$ cat src/rtl/fifo_pkg.sv
// Shared sizing defaults and types for the single-clock FIFO.
package fifo_pkg;

    localparam int unsigned DEF_DATASIZE = 8;
    localparam int unsigned DEF_ADDRSIZE = 9;

    // Pointer at default sizing: one wrap bit above the address bits.
    typedef logic [DEF_ADDRSIZE:0] ptr_t;

    typedef enum logic {
        EMPTY = 1'b0,
        VALID = 1'b1
    } pf_state_e;

endpackage

$ cat src/rtl/sync_fifo_ctrl_if.sv
// Handshake/data bundle between a producer/consumer (master) and the FIFO (slave).
interface sync_fifo_ctrl_if
    import fifo_pkg::*;
#(
    parameter int unsigned DATASIZE = DEF_DATASIZE,
    parameter int unsigned ADDRSIZE = DEF_ADDRSIZE
);

    logic                flush;
    logic                w_inc;
    logic [DATASIZE-1:0] wdata;
    logic                r_inc;
    logic [DATASIZE-1:0] rdata;
    logic                wfull;
    logic                rempty;
    logic                almost_full;
    logic                almost_empty;
    logic [ADDRSIZE:0]   count;
    logic                overflow;
    logic                underflow;

    modport master (
        output flush, w_inc, wdata, r_inc,
        input  rdata, wfull, rempty, almost_full, almost_empty,
               count, overflow, underflow
    );

    modport slave (
        input  flush, w_inc, wdata, r_inc,
        output rdata, wfull, rempty, almost_full, almost_empty,
               count, overflow, underflow
    );

endinterface

$ cat src/rtl/sync_fifo_mem.sv
// Simple dual-port RAM: synchronous write, registered read with read enable.
module sync_fifo_mem #(
    parameter int unsigned DATASIZE = 8,
    parameter int unsigned ADDRSIZE = 9
) (
    input  logic                clk_i,
    input  logic                rst_i,
    input  logic                we_i,
    input  logic [ADDRSIZE-1:0] waddr_i,
    input  logic [DATASIZE-1:0] wdata_i,
    input  logic                re_i,
    input  logic [ADDRSIZE-1:0] raddr_i,
    output logic [DATASIZE-1:0] rdata_o
);

    localparam int unsigned DEPTH = 1 << ADDRSIZE;

    logic [DATASIZE-1:0] mem_q [DEPTH];
    logic [DATASIZE-1:0] rdata_q;

    always_ff @(posedge clk_i) begin
        if (we_i) begin
            mem_q[waddr_i] <= wdata_i;
        end
    end

    // Only the output register is reset; the array itself carries no reset.
    always_ff @(posedge clk_i or posedge rst_i) begin
        if (rst_i) begin
            rdata_q <= '0;
        end else if (re_i) begin
            rdata_q <= mem_q[raddr_i];
        end
    end

    assign rdata_o = rdata_q;

endmodule

$ cat src/rtl/sync_fifo_ctrl.sv
// Single-clock FIFO controller: pointers, flags, occupancy, sticky errors, flush,
// and optional first-word-fall-through prefetch in front of sync_fifo_mem.
module sync_fifo_ctrl
    import fifo_pkg::*;
#(
    parameter int unsigned DATASIZE   = DEF_DATASIZE,
    parameter int unsigned ADDRSIZE   = DEF_ADDRSIZE,
    parameter int unsigned AFULL_TH   = (1 << ADDRSIZE) - 4,
    parameter int unsigned AEMPTY_TH  = 4,
    parameter int unsigned SHOW_AHEAD = 0
) (
    input  logic            clk,
    input  logic            rst,
    sync_fifo_ctrl_if.slave bus
);

    typedef logic [ADDRSIZE:0] fptr_t;

    localparam int unsigned DEPTH    = 1 << ADDRSIZE;
    localparam fptr_t       DEPTH_C  = fptr_t'(DEPTH);
    localparam fptr_t       AFULL_C  = fptr_t'(AFULL_TH);
    localparam fptr_t       AEMPTY_C = fptr_t'(AEMPTY_TH);
    localparam fptr_t       PTR_ONE  = fptr_t'(1);

    fptr_t               wptr_q, wptr_d;
    fptr_t               rptr_q, rptr_d;
    logic                ovf_q, ovf_d;
    logic                unf_q, unf_d;

    fptr_t               mem_cnt;
    fptr_t               cnt;
    logic                mem_empty;
    logic                mem_full;
    logic                out_valid;
    logic                wfull;
    logic                rempty;
    logic                wr_acc;
    logic                rd_acc;
    logic                mem_re;
    logic [DATASIZE-1:0] mem_rdata;

    // Everything below is derived from registered state only.
    assign mem_cnt   = wptr_q - rptr_q;
    assign mem_empty = (wptr_q == rptr_q);
    assign mem_full  = (wptr_q[ADDRSIZE] != rptr_q[ADDRSIZE]) &&
                       (wptr_q[ADDRSIZE-1:0] == rptr_q[ADDRSIZE-1:0]);
    assign cnt       = mem_cnt + fptr_t'(out_valid);

    assign wr_acc = bus.w_inc && !wfull  && !bus.flush;
    assign rd_acc = bus.r_inc && !rempty && !bus.flush;

    always_comb begin
        wptr_d = wptr_q;
        rptr_d = rptr_q;
        ovf_d  = ovf_q;
        unf_d  = unf_q;
        if (bus.flush) begin
            wptr_d = '0;
            rptr_d = '0;
            ovf_d  = 1'b0;
            unf_d  = 1'b0;
        end else begin
            if (wr_acc) begin
                wptr_d = wptr_q + PTR_ONE;
            end
            if (mem_re) begin
                rptr_d = rptr_q + PTR_ONE;
            end
            if (bus.w_inc && wfull) begin
                ovf_d = 1'b1;
            end
            if (bus.r_inc && rempty) begin
                unf_d = 1'b1;
            end
        end
    end

    always_ff @(posedge clk or posedge rst) begin
        if (rst) begin
            wptr_q <= '0;
            rptr_q <= '0;
            ovf_q  <= 1'b0;
            unf_q  <= 1'b0;
        end else begin
            wptr_q <= wptr_d;
            rptr_q <= rptr_d;
            ovf_q  <= ovf_d;
            unf_q  <= unf_d;
        end
    end

    generate
        if (SHOW_AHEAD != 0) begin : g_show_ahead
            pf_state_e state_q, state_d;
            logic      fetch;

            always_ff @(posedge clk or posedge rst) begin
                if (rst) begin
                    state_q <= EMPTY;
                end else begin
                    state_q <= state_d;
                end
            end

            // The RAM output register doubles as the head-word register.
            always_comb begin
                state_d = state_q;
                fetch   = 1'b0;
                if (bus.flush) begin
                    state_d = EMPTY;
                end else begin
                    case (state_q)
                        EMPTY: begin
                            if (!mem_empty) begin
                                fetch   = 1'b1;
                                state_d = VALID;
                            end
                        end
                        VALID: begin
                            if (rd_acc) begin
                                if (!mem_empty) begin
                                    fetch = 1'b1;
                                end else begin
                                    state_d = EMPTY;
                                end
                            end
                        end
                        default: state_d = EMPTY;
                    endcase
                end
            end

            assign out_valid = (state_q == VALID);
            assign mem_re    = fetch;
            assign wfull     = (cnt == DEPTH_C);
            assign rempty    = !out_valid;
        end else begin : g_standard
            assign out_valid = 1'b0;
            assign mem_re    = rd_acc;
            assign wfull     = mem_full;
            assign rempty    = mem_empty;
        end
    endgenerate

    sync_fifo_mem #(
        .DATASIZE(DATASIZE),
        .ADDRSIZE(ADDRSIZE)
    ) u_mem (
        .clk_i  (clk),
        .rst_i  (rst),
        .we_i   (wr_acc),
        .waddr_i(wptr_q[ADDRSIZE-1:0]),
        .wdata_i(bus.wdata),
        .re_i   (mem_re),
        .raddr_i(rptr_q[ADDRSIZE-1:0]),
        .rdata_o(mem_rdata)
    );

    assign bus.rdata        = mem_rdata;
    assign bus.wfull        = wfull;
    assign bus.rempty       = rempty;
    assign bus.almost_full  = (cnt >= AFULL_C);
    assign bus.almost_empty = (cnt <= AEMPTY_C);
    assign bus.count        = cnt;
    assign bus.overflow     = ovf_q;
    assign bus.underflow    = unf_q;

endmodule

$ cat src/flat_wrapper.sv
// flat-port wrapper written by rule: the top's interface ports become plain ports
module sync_fifo_ctrl_flat import fifo_pkg::*;
#(
    parameter int unsigned DATASIZE   = DEF_DATASIZE,
    parameter int unsigned ADDRSIZE   = DEF_ADDRSIZE,
    parameter int unsigned AFULL_TH   = (1 << ADDRSIZE) - 4,
    parameter int unsigned AEMPTY_TH  = 4,
    parameter int unsigned SHOW_AHEAD = 0
)
  (clk, rst, bus_flush, bus_w_inc, bus_wdata, bus_r_inc, bus_rdata, bus_wfull, bus_rempty, bus_almost_full, bus_almost_empty, bus_count, bus_overflow, bus_underflow);
  sync_fifo_ctrl_if #(.DATASIZE(DATASIZE), .ADDRSIZE(ADDRSIZE)) bus_i ();
  input  logic clk;
  input  logic rst;
  input wire logic [$bits(bus_i.flush)-1:0] bus_flush;
  input wire logic [$bits(bus_i.w_inc)-1:0] bus_w_inc;
  input wire logic [$bits(bus_i.wdata)-1:0] bus_wdata;
  input wire logic [$bits(bus_i.r_inc)-1:0] bus_r_inc;
  output wire logic [$bits(bus_i.rdata)-1:0] bus_rdata;
  output wire logic [$bits(bus_i.wfull)-1:0] bus_wfull;
  output wire logic [$bits(bus_i.rempty)-1:0] bus_rempty;
  output wire logic [$bits(bus_i.almost_full)-1:0] bus_almost_full;
  output wire logic [$bits(bus_i.almost_empty)-1:0] bus_almost_empty;
  output wire logic [$bits(bus_i.count)-1:0] bus_count;
  output wire logic [$bits(bus_i.overflow)-1:0] bus_overflow;
  output wire logic [$bits(bus_i.underflow)-1:0] bus_underflow;
  assign bus_i.flush = bus_flush;
  assign bus_i.w_inc = bus_w_inc;
  assign bus_i.wdata = bus_wdata;
  assign bus_i.r_inc = bus_r_inc;
  assign bus_rdata = bus_i.rdata;
  assign bus_wfull = bus_i.wfull;
  assign bus_rempty = bus_i.rempty;
  assign bus_almost_full = bus_i.almost_full;
  assign bus_almost_empty = bus_i.almost_empty;
  assign bus_count = bus_i.count;
  assign bus_overflow = bus_i.overflow;
  assign bus_underflow = bus_i.underflow;
  sync_fifo_ctrl #(.DATASIZE(DATASIZE), .ADDRSIZE(ADDRSIZE), .AFULL_TH(AFULL_TH), .AEMPTY_TH(AEMPTY_TH), .SHOW_AHEAD(SHOW_AHEAD)) u_core (.clk(clk), .rst(rst), .bus(bus_i));
endmodule
$ cat config.mk
export PLATFORM = sky130hd
export DESIGN_NAME = sync_fifo_ctrl_flat
export DESIGN_NICKNAME = d
export VERILOG_FILES = /design/src/rtl/fifo_pkg.sv /design/src/rtl/sync_fifo_ctrl_if.sv /design/src/rtl/sync_fifo_mem.sv /design/src/rtl/sync_fifo_ctrl.sv /design/src/flat_wrapper.sv
export SDC_FILE = /design/constraint.sdc
export NUM_CORES = 2
export LEC_CHECK = 0
export ABC_AREA = 0
export CAP_MARGIN = 20
export CORE_ASPECT_RATIO = 1.25
export CORE_MARGIN = 1
export CORE_UTILIZATION = 45
export CTS_BUF_LIST = sky130_fd_sc_hd__clkbuf_4
export DETAILED_ROUTE_END_ITERATION = 10
export PLACE_DENSITY = 0.57
export SLEW_MARGIN = 0
export SYNTH_ARGS = -nofsm -noshare
export SYNTH_HDL_FRONTEND = slang
export SYNTH_SLANG_ARGS = --single-unit
$ cat constraint.sdc
create_clock -name clk -period 7.82 [get_ports clk]
set_clock_uncertainty 0.2 [all_clocks]
set_input_delay 1.173 -clock clk [delete_from_list [all_inputs] [get_ports clk]]
set_output_delay 1.173 -clock clk [all_outputs]
set_load 0.03 [all_outputs]
==> results.json <==
{
  "cp.required_ns": 6.45,
  "yosysMostFrequentCell": "edfxtp_1",
  "end_kind": "output pin",
  "cts_resized": 0,
  "met3_usage": 0.0488,
  "rsz0062_at_grt": "no",
  "coreArea_um2": 353000,
  "syn_area_um2": 160000,
  "path_max_fanout": 27,
  "fp.dieArea_um2": 357000,
  "avgSynthCellArea_um2": 21.3,
  "register_area_um2": 124000,
  "grt_pass1_vias": 84700,
  "synth_seq_cells": 4126,
  "vias_per_cell": 6.13,
  "hold_viol": 0,
  "cap_violations": 0,
  "clkTransAtPathRegs_ns": 0.07,
  "p_int_w": 0.0350,
  "ys_seq_area_frac": 0.775,
  "synth_edf_count": 4096,
  "grt_use_total": 0.260,
  "grt_max_degree": 163,
  "switching_share": 0.251,
  "post-dp-hpwl_um": 276000,
  "power.density_nw_per_um2": 263,
  "synthFlopType": "edfxtp_1",
  "yosysWarningCount": 0,
  "clkLatencyLatePin_ns": 1.54,
  "grt_first_pass_wirelength_um": 652000,
  "initial_core_util": 0.452,
  "seq_power_share": 0.523,
  "numClockSinks": 4126,
  "cts_buffer_depth": 4,
  "fmax_mhz": 132,
  "fin_crit_ns": 7.60,
  "drive_gt1_frac": 0.298,
  "drt_iter0_markers": 9506,
  "cts_inserted_buffers": 958,
  "synthesis.instances": 7499,
  "wl_um": 466000,
  "antenna_found_initial": 24,
  "grt_busiest_layer": "met2",
  "p_leak_nw": 54.7,
  "pwr-share-clk": 0.361,
  "post-route-period-util": 0.972,
  "cp.arrival_ns": 6.23,
  "postLayoutCellArea_um2": 178000,
  "num-nets-final": 8275,
  "outcome": "complete, no violations",
  "use_met2": 0.423,
  "cts.htree.levels": 6,
  "final_cells": 13700,
  "clockRootBuffer": "clkbuf_4",
  "startpoint_type": "register",
  "area_delta_synth_final_pct": 11.3,
  "fill_cells": 28500,
  "peakVddDrop_uv": 160,
  "routedWlPerCell_um": 34.1,
  "maxSlewViolCount": 0,
  "grt.met1_usage": 0.346,
  "port_buffers": 36,
  "place_area_um2": 166000,
  "setup_viol": 0,
  "hold_path.class": "register to register",
  "slew_headroom": 0.179,
  "p_sw_w": 0.0117,
  "worst_pin_slew_ns": 1.23,
  "grt-ovfl-total": 0,
  "drc": 0,
  "ant_nets": 0,
  "synthTopCellsByCount": "edfxtp_1 (4096), mux4_2 (937), nor2_1 (604), clkbuf_1 (221), mux2i_1 (206)",
  "pwr-share-comb": 0.116,
  "power_w": 0.0467,
  "multi_input_area_um2": 33600,
  "tns_ns": 0,
  "place_inst": 11900,
  "cts_tree": "done",
  "drt_first_pass_iters": 6,
  "fp-row-count": 244,
  "synthTopCellsByArea": "edfxtp_1 (77%), mux4_2 (13%), nor2_1 (1.4%)",
  "post-synth-top-area-fraction": 0.770,
  "syn-num-nets": 7527,
  "globalplace.congestion": 0.888,
  "die_x_um": 535,
  "yosysUniqueCellTypes": 65,
  "io_pins": 37,
  "cts_setup_buffers": 0,
  "crit_type": "register to output pin",
  "dr_total_vias": 83600,
  "synth_top_area_cell": "edfxtp_1",
  "die_h_um": 668,
  "async_reset_ff_frac": 0.00727,
  "fin_hold_ws_ns": 0.310
}
-- final timing paths --
kind,start,to,slack (ns),depth (start not counted)
hold / removal,u_core.bus.underflow,u_core.bus.underflow,0.31,2
hold reg to reg,u_core.bus.underflow,u_core.bus.underflow,0.31,2
max in group asynchronous,rst,u_core.rptr_q[1],6.39,2
setup / recovery,u_core.rptr_q[0],bus_almost_empty,0.22,10
min in group asynchronous,rst,u_core.u_mem.rdata_o[3],0.39,2
setup reg to reg,u_core.rptr_q[8],u_core.u_mem.mem_q[359][1],1.71,10
-- per-layer routing --
layer	share of wire	routed length (um)	up-vias
li1	-	-	33700
met1	0.39	181000	44800
met2	0.49	229000	4243
met3	0.079	37000	826
met4	0.039	18300	18
met5	0.00028	131	-
-- critical path: stages (launching register included) --
cell             delay [ns]
dfrtp_4                0.86
ha_1                   0.31
fa_1                   0.23
nor2b_1                0.07
o21ai_0                0.23
nand2b_1               0.14
a221oi_1               0.36
xnor2_1                0.18
or4_1                  0.52
nor3_1                 0.93
clkdlybuf4s50_1        0.86
-- through the flow --
step                setup WS, ns  utilization
finish                     0.221        0.503
global route               0.131        0.503
CTS                        0.432        0.503
detailed placement          1.96        0.469
global placement            1.59        0.469
floorplan                   2.40            -
-- what timing repair did --
item	in CTS	in global routing
hold buffers	9	0
endpoints found under the setup margin	0	0
endpoints found under the hold margin	552	0
-- layout by cell type (no fill, tap or decap), types with 10 or more instances in the layout --
cell             Yosys  routed
nor2_1             604     589
buf_8                3      10
o22ai_1             47      47
inv_1               15      11
nand2_1            106      92
mux2_2              29      29
clkdlybuf4s50_1      0      27
mux2i_1            206     206
dfrtp_1             30      25
edfxtp_1          4096    4096
or4_1               10      10
buf_12               3      39
ha_1                14      14
diode_2              0      14
inv_2                1      11
clkinv_1             3     252
buf_4               54     159
a22o_1              78      78
clkbuf_4             0    1346
nor3_1              39      38
o221ai_1            22      22
mux4_2             937     937
a221oi_1           124     124
nor2b_1             20      16
a22oi_1            199     199
nand3_1             53      49
o31ai_1             21      21
a221o_1             27      27
a21oi_1            124     124
nor4_1              15      13
o21ai_0             74      73
xnor2_1             14      14
a211oi_1            14      14
nand2_4              0      13
clkinv_2             0      37
bufinv_16            0      13
-- layout make-up --
class / instances / share of cell area
flip-flops and latches: 4126 / 0.696
multi-input cells: 2887 / 0.189
clock buffers: 1346 / 0.0568
well taps: 4674 / 0.0329
repair buffers: 255 / 0.0147
clock inverters: 332 / 0.00994
inverters: 19 / 0.000436
diodes: 14 / 0.000197
-- state kept, by name (all words and copies together) (netlist names) --
signal / count
u_core.u_mem.rdata_o: 8
u_core.rptr_q: 10
u_core.u_mem.mem_q: 4096
u_core.bus.underflow: 1
u_core.wptr_q: 10
u_core.bus.overflow: 1
-- power groups by stage --
stage          combinational, W  clock [W]  sequential, W
4_1_cts                 0.00549     0.0172         0.0244
3_3_place_gp            0.00546          0         0.0249
6_report                0.00543     0.0169         0.0244
2_1_floorplan           0.00377          0         0.0249
3_5_place_dp            0.00547          0         0.0249
5_1_grt                 0.00570     0.0182         0.0244
-- cells by family (layout without fill, tap and decap cells) --
kind of cell,count (synthesis),count (layout),synth area share
DFF,4126,4126,0.775
AOI/OAI and AO/OA,790,790,0.0360
muxes,1172,1172,0.147
adders and majority gates,15,15,0.00122
and+or+nand+nor,887,887,0.0231
other,0,14,0
buffers and inverters,486,1952,0.0168
xor gates and xnor gates,23,23,0.00126
Power figures use the tool's default switching activity.
